$ cat src/rtl/bt_exmem_arb_pkg.sv
// Shared types and constants for the BR/EDR external-memory arbiter.
// Holds the FSM state encoding, the grant ids and the default widths.
package bt_exmem_arb_pkg;

  localparam int ADR_W_DEF = 23;
  localparam int DAT_W_DEF = 32;
  localparam int TMO_W_DEF = 8;
  localparam int CNT_W_DEF = 4;

  typedef enum logic [1:0] {
    IDLE = 2'd0,
    BUSY = 2'd1,
    DONE = 2'd2
  } arb_st_e;

  localparam logic GNT_BREDR = 1'b0;
  localparam logic GNT_PCM   = 1'b1;

endpackage

$ cat src/rtl/bt_exmem_arb_wdog.sv
// Transfer watchdog: counts BUSY cycles while enabled.
// Flags when the count reaches the configured limit.
module bt_exmem_arb_wdog
  import bt_exmem_arb_pkg::*;
#(
  parameter int TMO_W = TMO_W_DEF
) (
  input  logic             bsb_clk,
  input  logic             bsb_rst,
  input  logic             clr,
  input  logic             busy,
  input  logic             en,
  input  logic [TMO_W-1:0] cyc,
  output logic             hit
);

  logic [TMO_W-1:0] tmo_cnt;

  // NOTE: sequential state uses non-blocking assignments so every register
  // samples pre-edge values, independent of block ordering.
  always_ff @(posedge bsb_clk) begin
    if (bsb_rst || clr) begin
      tmo_cnt <= '0;
    end else if (busy && en && (tmo_cnt != '1)) begin
      tmo_cnt <= tmo_cnt + 1'b1;
    end
  end

  // Disabling the watchdog freezes the count and suppresses the compare.
  assign hit = busy && en && (tmo_cnt == cyc);

endmodule

$ cat src/rtl/bt_exmem_arb.sv
// Arbitrates the baseband exmem requester and the PCM DMA onto one exmem port.
// Fixed PCM priority with a baseband starvation limiter and a transfer watchdog.
module bt_exmem_arb
  import bt_exmem_arb_pkg::*;
#(
  parameter int ADR_W = ADR_W_DEF,
  parameter int DAT_W = DAT_W_DEF,
  parameter int TMO_W = TMO_W_DEF,
  parameter int CNT_W = CNT_W_DEF
) (
  input  logic             bsb_clk,
  input  logic             bsb_rst,
  input  logic             bredr_em_req,
  input  logic [3:0]       bredr_em_we,
  input  logic [ADR_W-1:0] bredr_em_adr,
  input  logic [DAT_W-1:0] bredr_em_wdat,
  output logic [DAT_W-1:0] bredr_em_rdat,
  output logic             bredr_em_ack,
  input  logic             pcm_dma_req,
  input  logic [3:0]       pcm_dma_we,
  input  logic [ADR_W-1:0] pcm_dma_adr,
  input  logic [DAT_W-1:0] pcm_dma_wdat,
  output logic [DAT_W-1:0] pcm_dma_rdat,
  output logic             pcm_dma_ack,
  output logic             exmem_req,
  output logic [3:0]       exmem_we,
  output logic [ADR_W-1:0] exmem_adr,
  output logic [DAT_W-1:0] exmem_wdat,
  input  logic [DAT_W-1:0] exmem_rdat,
  input  logic             exmem_ack,
  input  logic [CNT_W-1:0] cfg_pcm_max,
  input  logic             cfg_tmo_en,
  input  logic [TMO_W-1:0] cfg_tmo_cyc,
  output logic             tmo_err,
  output logic             tmo_src
);

  arb_st_e          state, state_nxt;
  logic             gnt;
  logic [CNT_W-1:0] pcm_cnt;
  logic             gnt_pcm, gnt_bredr, fin_ok, fin_tmo, tmo_hit;

  bt_exmem_arb_wdog #(.TMO_W(TMO_W)) u_wdog (
    .bsb_clk (bsb_clk),
    .bsb_rst (bsb_rst),
    .clr     (gnt_pcm || gnt_bredr),
    .busy    (state == BUSY),
    .en      (cfg_tmo_en),
    .cyc     (cfg_tmo_cyc),
    .hit     (tmo_hit)
  );

  always_ff @(posedge bsb_clk) begin
    if (bsb_rst) state <= IDLE;
    else         state <= state_nxt;
  end

  // NOTE: every always_comb output gets a default first so no path can
  // leave it unassigned and infer a latch.
  always_comb begin
    state_nxt = state;
    gnt_pcm   = 1'b0;
    gnt_bredr = 1'b0;
    fin_ok    = 1'b0;
    fin_tmo   = 1'b0;
    case (state)
      IDLE: begin
        if (pcm_dma_req && (!bredr_em_req || (cfg_pcm_max == '0) ||
                            (pcm_cnt < cfg_pcm_max))) begin
          gnt_pcm   = 1'b1;
          state_nxt = BUSY;
        end else if (bredr_em_req) begin
          gnt_bredr = 1'b1;
          state_nxt = BUSY;
        end
      end
      BUSY: begin
        // A real completion beats a timeout landing in the same cycle.
        if (exmem_ack) begin
          fin_ok    = 1'b1;
          state_nxt = DONE;
        end else if (tmo_hit) begin
          fin_tmo   = 1'b1;
          state_nxt = DONE;
        end
      end
      DONE:    state_nxt = IDLE;
      default: state_nxt = IDLE;
    endcase
  end

  always_ff @(posedge bsb_clk) begin
    if (bsb_rst) begin
      gnt           <= GNT_BREDR;
      pcm_cnt       <= '0;
      exmem_req     <= 1'b0;
      exmem_we      <= '0;
      exmem_adr     <= '0;
      exmem_wdat    <= '0;
      bredr_em_ack  <= 1'b0;
      bredr_em_rdat <= '0;
      pcm_dma_ack   <= 1'b0;
      pcm_dma_rdat  <= '0;
      tmo_err       <= 1'b0;
      tmo_src       <= 1'b0;
    end else begin
      // Acks, read data and the error flag are single-cycle pulses.
      bredr_em_ack  <= 1'b0;
      bredr_em_rdat <= '0;
      pcm_dma_ack   <= 1'b0;
      pcm_dma_rdat  <= '0;
      tmo_err       <= 1'b0;

      if (gnt_pcm) begin
        gnt        <= GNT_PCM;
        exmem_req  <= 1'b1;
        exmem_we   <= pcm_dma_we;
        exmem_adr  <= pcm_dma_adr;
        exmem_wdat <= pcm_dma_wdat;
        if (!bredr_em_req)        pcm_cnt <= '0;
        else if (pcm_cnt != '1)   pcm_cnt <= pcm_cnt + 1'b1;
      end else if (gnt_bredr) begin
        gnt        <= GNT_BREDR;
        exmem_req  <= 1'b1;
        exmem_we   <= bredr_em_we;
        exmem_adr  <= bredr_em_adr;
        exmem_wdat <= bredr_em_wdat;
        pcm_cnt    <= '0;
      end

      if (fin_ok || fin_tmo) begin
        exmem_req <= 1'b0;
        if (gnt == GNT_PCM) begin
          pcm_dma_ack  <= 1'b1;
          pcm_dma_rdat <= fin_ok ? exmem_rdat : '0;
        end else begin
          bredr_em_ack  <= 1'b1;
          bredr_em_rdat <= fin_ok ? exmem_rdat : '0;
        end
      end

      if (fin_tmo) begin
        tmo_err <= 1'b1;
        tmo_src <= gnt;
      end
    end
  end

endmodule

$ cat config.mk
export PLATFORM = sky130hd
export DESIGN_NAME = bt_exmem_arb
export DESIGN_NICKNAME = d
export VERILOG_FILES = /design/src/rtl/bt_exmem_arb_pkg.sv /design/src/rtl/bt_exmem_arb_wdog.sv /design/src/rtl/bt_exmem_arb.sv
export SDC_FILE = /design/constraint.sdc
export NUM_CORES = 1
export LEC_CHECK = 0
export CORE_ASPECT_RATIO = 1.5
export CORE_MARGIN = 2
export CORE_UTILIZATION = 37
export DETAILED_ROUTE_END_ITERATION = 16
export PLACE_DENSITY = 0.84
export SYNTH_ARGS = -nofsm -noshare
export SYNTH_HDL_FRONTEND = slang
export SYNTH_SLANG_ARGS = --single-unit
$ cat constraint.sdc
create_clock -name bsb_clk -period 3.3 [get_ports bsb_clk]
set_clock_uncertainty 0.2 [all_clocks]
set_input_delay 0.825 -clock bsb_clk [delete_from_list [all_inputs] [get_ports bsb_clk]]
set_output_delay 0.825 -clock bsb_clk [all_outputs]
set_load 0.03 [all_outputs]
==> results_dict.tcl, run 1 <==
set metrics [dict create \
    power_leakage_nw 3.69 \
    root_buffer "clkbuf_16" \
    route.vias.total 5481 \
    grt-ovfl-total 0 \
    nets 1064 \
    grt_pass1_vias 5454 \
    synthTopCellsByCount "143 x dfxtp_1, 127 x nand2_1, 65 x and2_1" \
    drtPass1Iterations 5 \
    synth_top_area_share_pct 49.1 \
    synth_nets 781 \
    post_route_cells_drive_above_1_share_pct 12.7 \
    fmax_ghz 0.362 \
    placed_cells 1075 \
    grt_pass1_wl_um 27300 \
    tritoncts "built" \
    cts.sinks 143 \
    cts_resized 0 \
    ys_types 44 \
    final_max_slew_viol_count 0 \
    worst-path-max-fanout 23 \
    initial_core_util_pct 37.5 \
    area_growth_pct 65.1 \
    whs_ns 0.263 \
    finalCritPeriodShare_pct 83.8 \
    cts_buffers 17 \
    hpwlAfterDp_um 13000 \
    worstRegToRegCells 6 \
    synth.avg_cell_area_sq_um 9.58 \
    place.gp.congestion 0.842 \
    wirelength_um 17700 \
    io_pins 296 \
    power_density_nw_per_um2 514 \
    synth_top_area_cell "dfxtp_1" \
    cp_top_family "buffers and inverters" \
    grtUsageTotal_pct 20.6 \
    cp_data_arrival_time_ns 2.90 \
    ctsHoldBuffers 0 \
    p_total_mw 4.94 \
    htreeDepth 4 \
    clk_latency_ns 0.40 \
    yosysMostFrequentCell "dfxtp_1" \
    via_per_inst 4.95 \
    setup_tns_ns 0 \
    grt_start_max_net_pins 90 \
    final_cells 1107 \
    dpl_worst_slack_ns 0.114 \
    netlist_area_sq_um 5830 \
    p_int_mw 3.45 \
    post-route-util_pct 61.8 \
    synth_edf_count 0 \
    rsz0062_at_grt "false" \
    setup-violations-final 0 \
    slew_headroom_pct 59.0 \
    wl_per_cell_um 16.0 \
    fp.dieW_um 106 \
    hold_path_class "flip-flop to flip-flop" \
    p_comb_share_pct 22.9 \
    die_h_um 158 \
    drt_iter0_markers 133 \
    swShare_pct 30.2 \
    status "finished, final reports clean" \
    seqPwrFrac_pct 38.7 \
    crit_buf_inv 3 \
    postCtsSetupRepairBufs 0 \
    fin_area_sq_um 9620 \
    post-route-min-period_ns 2.77 \
    core-area_sq_um 15600 \
    hold_depth 2 \
    syn_inst 608 \
    dpl_cell_area_sq_um 9020 \
    clkTransAtPathRegs_ns 0.07 \
    p_clk_share_pct 38.4 \
    cts_buffer_depth 2 \
    num_antenna_cells 0 \
    synth_flop_cell "dfxtp_1" \
    cp_cell_sequence "clkdlybuf4s50_1 -> inv_1 -> ha_1 -> or3b_1 -> a211o_2 -> and2_4 -> buf_12 -> o211ai_2" \
    ir_drop_uv 347 \
    cp-end-kind "flip-flop" \
    drc 0 \
    setup_ws_ns 0.534 \
    yosysSeqAreaShare_pct 49.1 \
    cp-start-kind "input pin" \
    antenna_found_initial 0 \
    worst_pin_slew_ns 0.611 \
    finalHoldViolations 0 \
    synth-seq-cells 143 \
    port_buffers 295 \
    synth_area_leaders "dfxtp_1 49%, o211ai_2 13%, nand2_1 8.2%" \
    rows 56 \
    slowest_delay_ns 0.50 \
    die_area_sq_um 16800 \
    cp_data_required_time_ns 3.43 \
    ys_async_sr_fraction_pct 0 \
    worst-setup-path-type "input pin to flip-flop" \
    switchingPower_mw 1.49 \
    yosys_warnings 0 \
    crit_slowest_cell "clkdlybuf4s50_1" \
    ant_nets 0 \
    cp.depth 8 \
    drv_cap 0 \
]
cell usage in the layout (no fill, tap or decap), types with 4 or more instances in the layout:
cell	synthesis	layout
clkdlybuf4s50_1	0	295
dfxtp_1	143	143
nand2_1	127	127
and2_1	65	64
nand4_1	63	63
o211ai_2	59	59
clkbuf_16	0	17
nor2_1	14	14
buf_4	0	10
xnor2_1	9	9
inv_1	8	8
o211ai_1	7	7
inv_6	0	6
buf_12	0	6
a21oi_1	6	5
and3_1	5	5
ha_1	5	5
nand3_1	4	4
xor2_1	4	4
sequential cells by signal, summed over array words and instances (netlist names), 2 cells and up:
signal	flops
bredr_em_rdat	32
exmem_adr	23
exmem_wdat	32
exmem_we	4
pcm_cnt	4
pcm_dma_rdat	32
state	2
u_wdog.tmo_cnt	8
power groups by stage:
| stage | clock [mW] | combinational [mW] | sequential, mW |
|---|---|---|---|
| finish | 1.90 | 1.13 | 1.91 |
| global route | 2.01 | 1.20 | 1.93 |
| CTS | 1.95 | 1.14 | 1.91 |
| detailed placement | 0 | 1.14 | 1.95 |
| global placement | 0 | 1.13 | 1.95 |
| floorplan | 0 | 0.364 | 2.17 |
final timing paths:
| path | to | from | slack [ns] |
|---|---|---|---|
| setup / recovery | exmem_wdat[23] | cfg_pcm_max[1] | 0.53 |
| hold / removal | exmem_we[2] | exmem_we[2] | 0.26 |
| setup reg to reg | exmem_wdat[23] | pcm_cnt[1] | 1.18 |
| hold reg to reg | exmem_we[2] | exmem_we[2] | 0.26 |
logic make-up after synthesis:
family	Yosys count	synth area share, %
muxes	2	0.344
xor gates and xnor gates	13	1.95
DFF	143	49.1
adders and majority gates	5	1.07
buffers and inverters	55	4.53
and+or+nand+nor	299	26.3
AOI/OAI and AO/OA	91	16.6
worst min-delay path, cell delays in order (launching register included):
cell	delay, ns
dfxtp_1	0.33
nand2_1	0.06
o211ai_2	0.05
final cells by class:
class                           instances  area, sq um
Multi-Input combinational cell        410         2730
Timing Repair Buffer                  311         3150
Sequential cell                       143         2860
Clock inverter                         15          169
Tap cell                              203          254
Inverter                                8         30.0
Fill cell                            1268         5940
Clock buffer                           17          425
per-layer routing:
metal / global-route usage (%) / wire [um] / up-vias / part of all wire (%)
met2: 37.7 / 9380 / 229 / 53
met3: 6.46 / 1300 / 26 / 7.3
li1: - / - / 2709 / -
met4: 7.85 / 425 / 0 / 2.4
met5: 0 / 0 / - / 0
met1: 22.0 / 6550 / 2517 / 37
Note: power is estimated with default switching activity, not from simulation.
==> run 2, diff against run 1 <==
==> constraint.sdc (replaced) <==
create_clock -name bsb_clk -period 2.6 [get_ports bsb_clk]
set_clock_uncertainty 0.2 [all_clocks]
set_input_delay 0.65 -clock bsb_clk [delete_from_list [all_inputs] [get_ports bsb_clk]]
set_output_delay 0.65 -clock bsb_clk [all_outputs]
set_load 0.03 [all_outputs]
==> run 2 against run 1 <==
  * Wire length is 1.4% higher
  * Sequential power grew 27%
  * Sequential cell count unchanged
  * Clock-buffer cell count is the same
  * Critical path depth stayed put
  * First-iteration DRC count up 43%
  * Non-clock buffer count grew 13
  * Setup slack worse by 0.36 ns
  * Critical endpoint is now exmem_wdat[19]
  * Highest routed layer unchanged
==> results_dict.tcl, run 2 (same netlist as run 1, synthesis figures left out) <==
set metrics [dict create \
    status "finished, final reports clean" \
    cts_buffer_depth 2 \
    layout_commonest_cell "clkdlybuf4s50_1" \
    ant_nets 0 \
    drv_cap 0 \
    drtPass1Iterations 4 \
    power_leakage_nw 3.83 \
    clk_latency_ns 0.40 \
    ir_drop_uv 411 \
    cp_data_required_time_ns 2.73 \
    worst-path-max-fanout 20 \
    grt_start_max_net_pins 60 \
    startpoint "cfg_pcm_max[3]" \
    slowest_delay_ns 0.48 \
    swShare_pct 29.3 \
    cts_buffers 17 \
    root_buffer "clkbuf_16" \
    met2_usage_pct 37.8 \
    postCtsSetupRepairBufs 0 \
    hold_path_class "flip-flop to flip-flop" \
    worst_pin_slew_ns 0.504 \
    cp.depth 8 \
    initial_core_util_pct 37.5 \
    switchingPower_mw 1.92 \
    num_antenna_cells 0 \
    wl_per_cell_um 16.0 \
    cts.sinks 143 \
    fp.dieW_um 106 \
    reg_top3 "bredr_em_rdat: 32 flops, exmem_wdat: 32 flops, pcm_dma_rdat: 32 flops" \
    tritoncts "built" \
    use_met1_pct 21.6 \
    use_met3_pct 7.04 \
    mostFrequentLayoutCells "294 x clkdlybuf4s50_1, 143 x dfxtp_1, 127 x nand2_1, 64 x and2_1, 63 x nand4_1" \
    rsz0062_at_grt "false" \
    final_max_slew_viol_count 0 \
    cp_cell_sequence "clkdlybuf4s50_1 -> inv_1 -> ha_1 -> a21o_1 -> a211o_4 -> and2_4 -> buf_12 -> o211ai_2" \
    drt_iter0_markers 190 \
    fmax_ghz 0.413 \
    grt_pass1_vias 5507 \
    worst-setup-path-type "input pin to flip-flop" \
    place.gp.congestion 0.842 \
    post_route_cells_drive_above_1_share_pct 14.1 \
    cp-end-kind "flip-flop" \
    drc 0 \
    worstRegToRegCells 6 \
    power_density_nw_per_um2 663 \
    multi_input_area_sq_um 2740 \
    cp-endpoint "exmem_wdat[19]" \
    cp_top_family "buffers and inverters" \
    slew_headroom_pct 66.1 \
    grtUsageTotal_pct 20.8 \
    fillers 1272 \
    finalHoldViolations 0 \
    whs_ns 0.259 \
    register_area_sq_um 2860 \
    seqPwrFrac_pct 37.1 \
    p_int_mw 4.63 \
    antenna_found_initial 0 \
    area_growth_pct 69.6 \
    p_comb_share_pct 22.9 \
    clkTransAtPathRegs_ns 0.06 \
    die_h_um 158 \
    r2r_start "pcm_cnt[1]" \
    grt_pass1_wl_um 27500 \
    die_area_sq_um 16800 \
    via_per_inst 5.00 \
    setup-violations-final 0 \
    hpwlAfterDp_um 13100 \
    cp_data_arrival_time_ns 2.56 \
    crit_slowest_cell "clkdlybuf4s50_1" \
    route.vias.total 5595 \
    setup_ws_ns 0.177 \
    top_usage_layer "met2" \
    htreeDepth 4 \
    reg2reg_slack_ns 0.47 \
    cp-start-kind "input pin" \
    core-area_sq_um 15600 \
    port_buffers 295 \
    wirelength_um 17900 \
    grt-ovfl-total 0 \
    crit_buf_inv 3 \
    dpl_worst_slack_ns -0.405 \
    nets 1077 \
    rows 56 \
    finalCritPeriodShare_pct 93.2 \
    io_pins 296 \
    r2r_end "exmem_wdat[19]" \
    p_clk_share_pct 40.0 \
    post-route-util_pct 63.5 \
    p_total_mw 6.55 \
    post-route-min-period_ns 2.42 \
]
==> run 2: worst reg2reg max path: stages (launching register included) <==
cell      delay [ns]
dfxtp_1         0.34
ha_1            0.20
or3b_4          0.39
a211o_4         0.37
and2_4          0.20
buf_12          0.18
o211ai_2        0.17
==> run 2: through the flow <==
stage | std cells | cell area, sq um | TNS [ns]
finish | 1120 | 9880 | 0
global route | 1120 | 9880 | 0
CTS | 1120 | 9870 | 0
detailed placement | 1088 | 9220 | -23.36
global placement | 1088 | 9220 | -22.50
floorplan | 608 | 5830 | 0
==> run 2: how the worst min path moves through the flow <==
stage | cells past startpoint | to | slack [ns] | from
floorplan | 1 | bredr_em_ack | 0.26 | gnt
global placement | 2 | exmem_wdat[23] | 0.25 | exmem_wdat[23]
detailed placement | 2 | exmem_wdat[16] | 0.24 | exmem_wdat[16]
CTS | 2 | exmem_wdat[16] | 0.26 | exmem_wdat[16]
global route | 2 | exmem_we[2] | 0.29 | exmem_we[2]
finish | 2 | exmem_wdat[16] | 0.26 | exmem_wdat[16]
==> run 2: final cells by class <==
| cell class | instances | area share (%) |
|---|---|---|
| clock buffer | 17 | 4.31 |
| clock inverter | 15 | 2.20 |
| inverter | 8 | 0.304 |
| multi-input combinational | 410 | 27.7 |
| sequential | 143 | 29.0 |
| tap | 203 | 2.57 |
| timing repair buffer | 324 | 33.9 |
==> run 2: per-layer routing <==
layer  wire length (um)  vias up
met3               1410       34
met5                  0        -
li1                   -     2736
met2               9450      250
met1               6550     2575
met4                507        0
==> run 2: repair_timing <==
item,CTS,global route
hold buffers,0,0
gates resized for setup,0,3
endpoints found under the hold margin,0,0
endpoints found under the setup margin,0,59
==> run 2: power by group through the flow <==
stage / Clock [mW] / Sequential (mW) / Combinational, mW
final: 2.62 / 2.43 / 1.50
after global routing: 2.76 / 2.45 / 1.59
after CTS: 2.68 / 2.43 / 1.51
after detailed placement: 0 / 2.47 / 1.50
after global placement: 0 / 2.47 / 1.49
after floorplan: 0 / 2.75 / 0.463
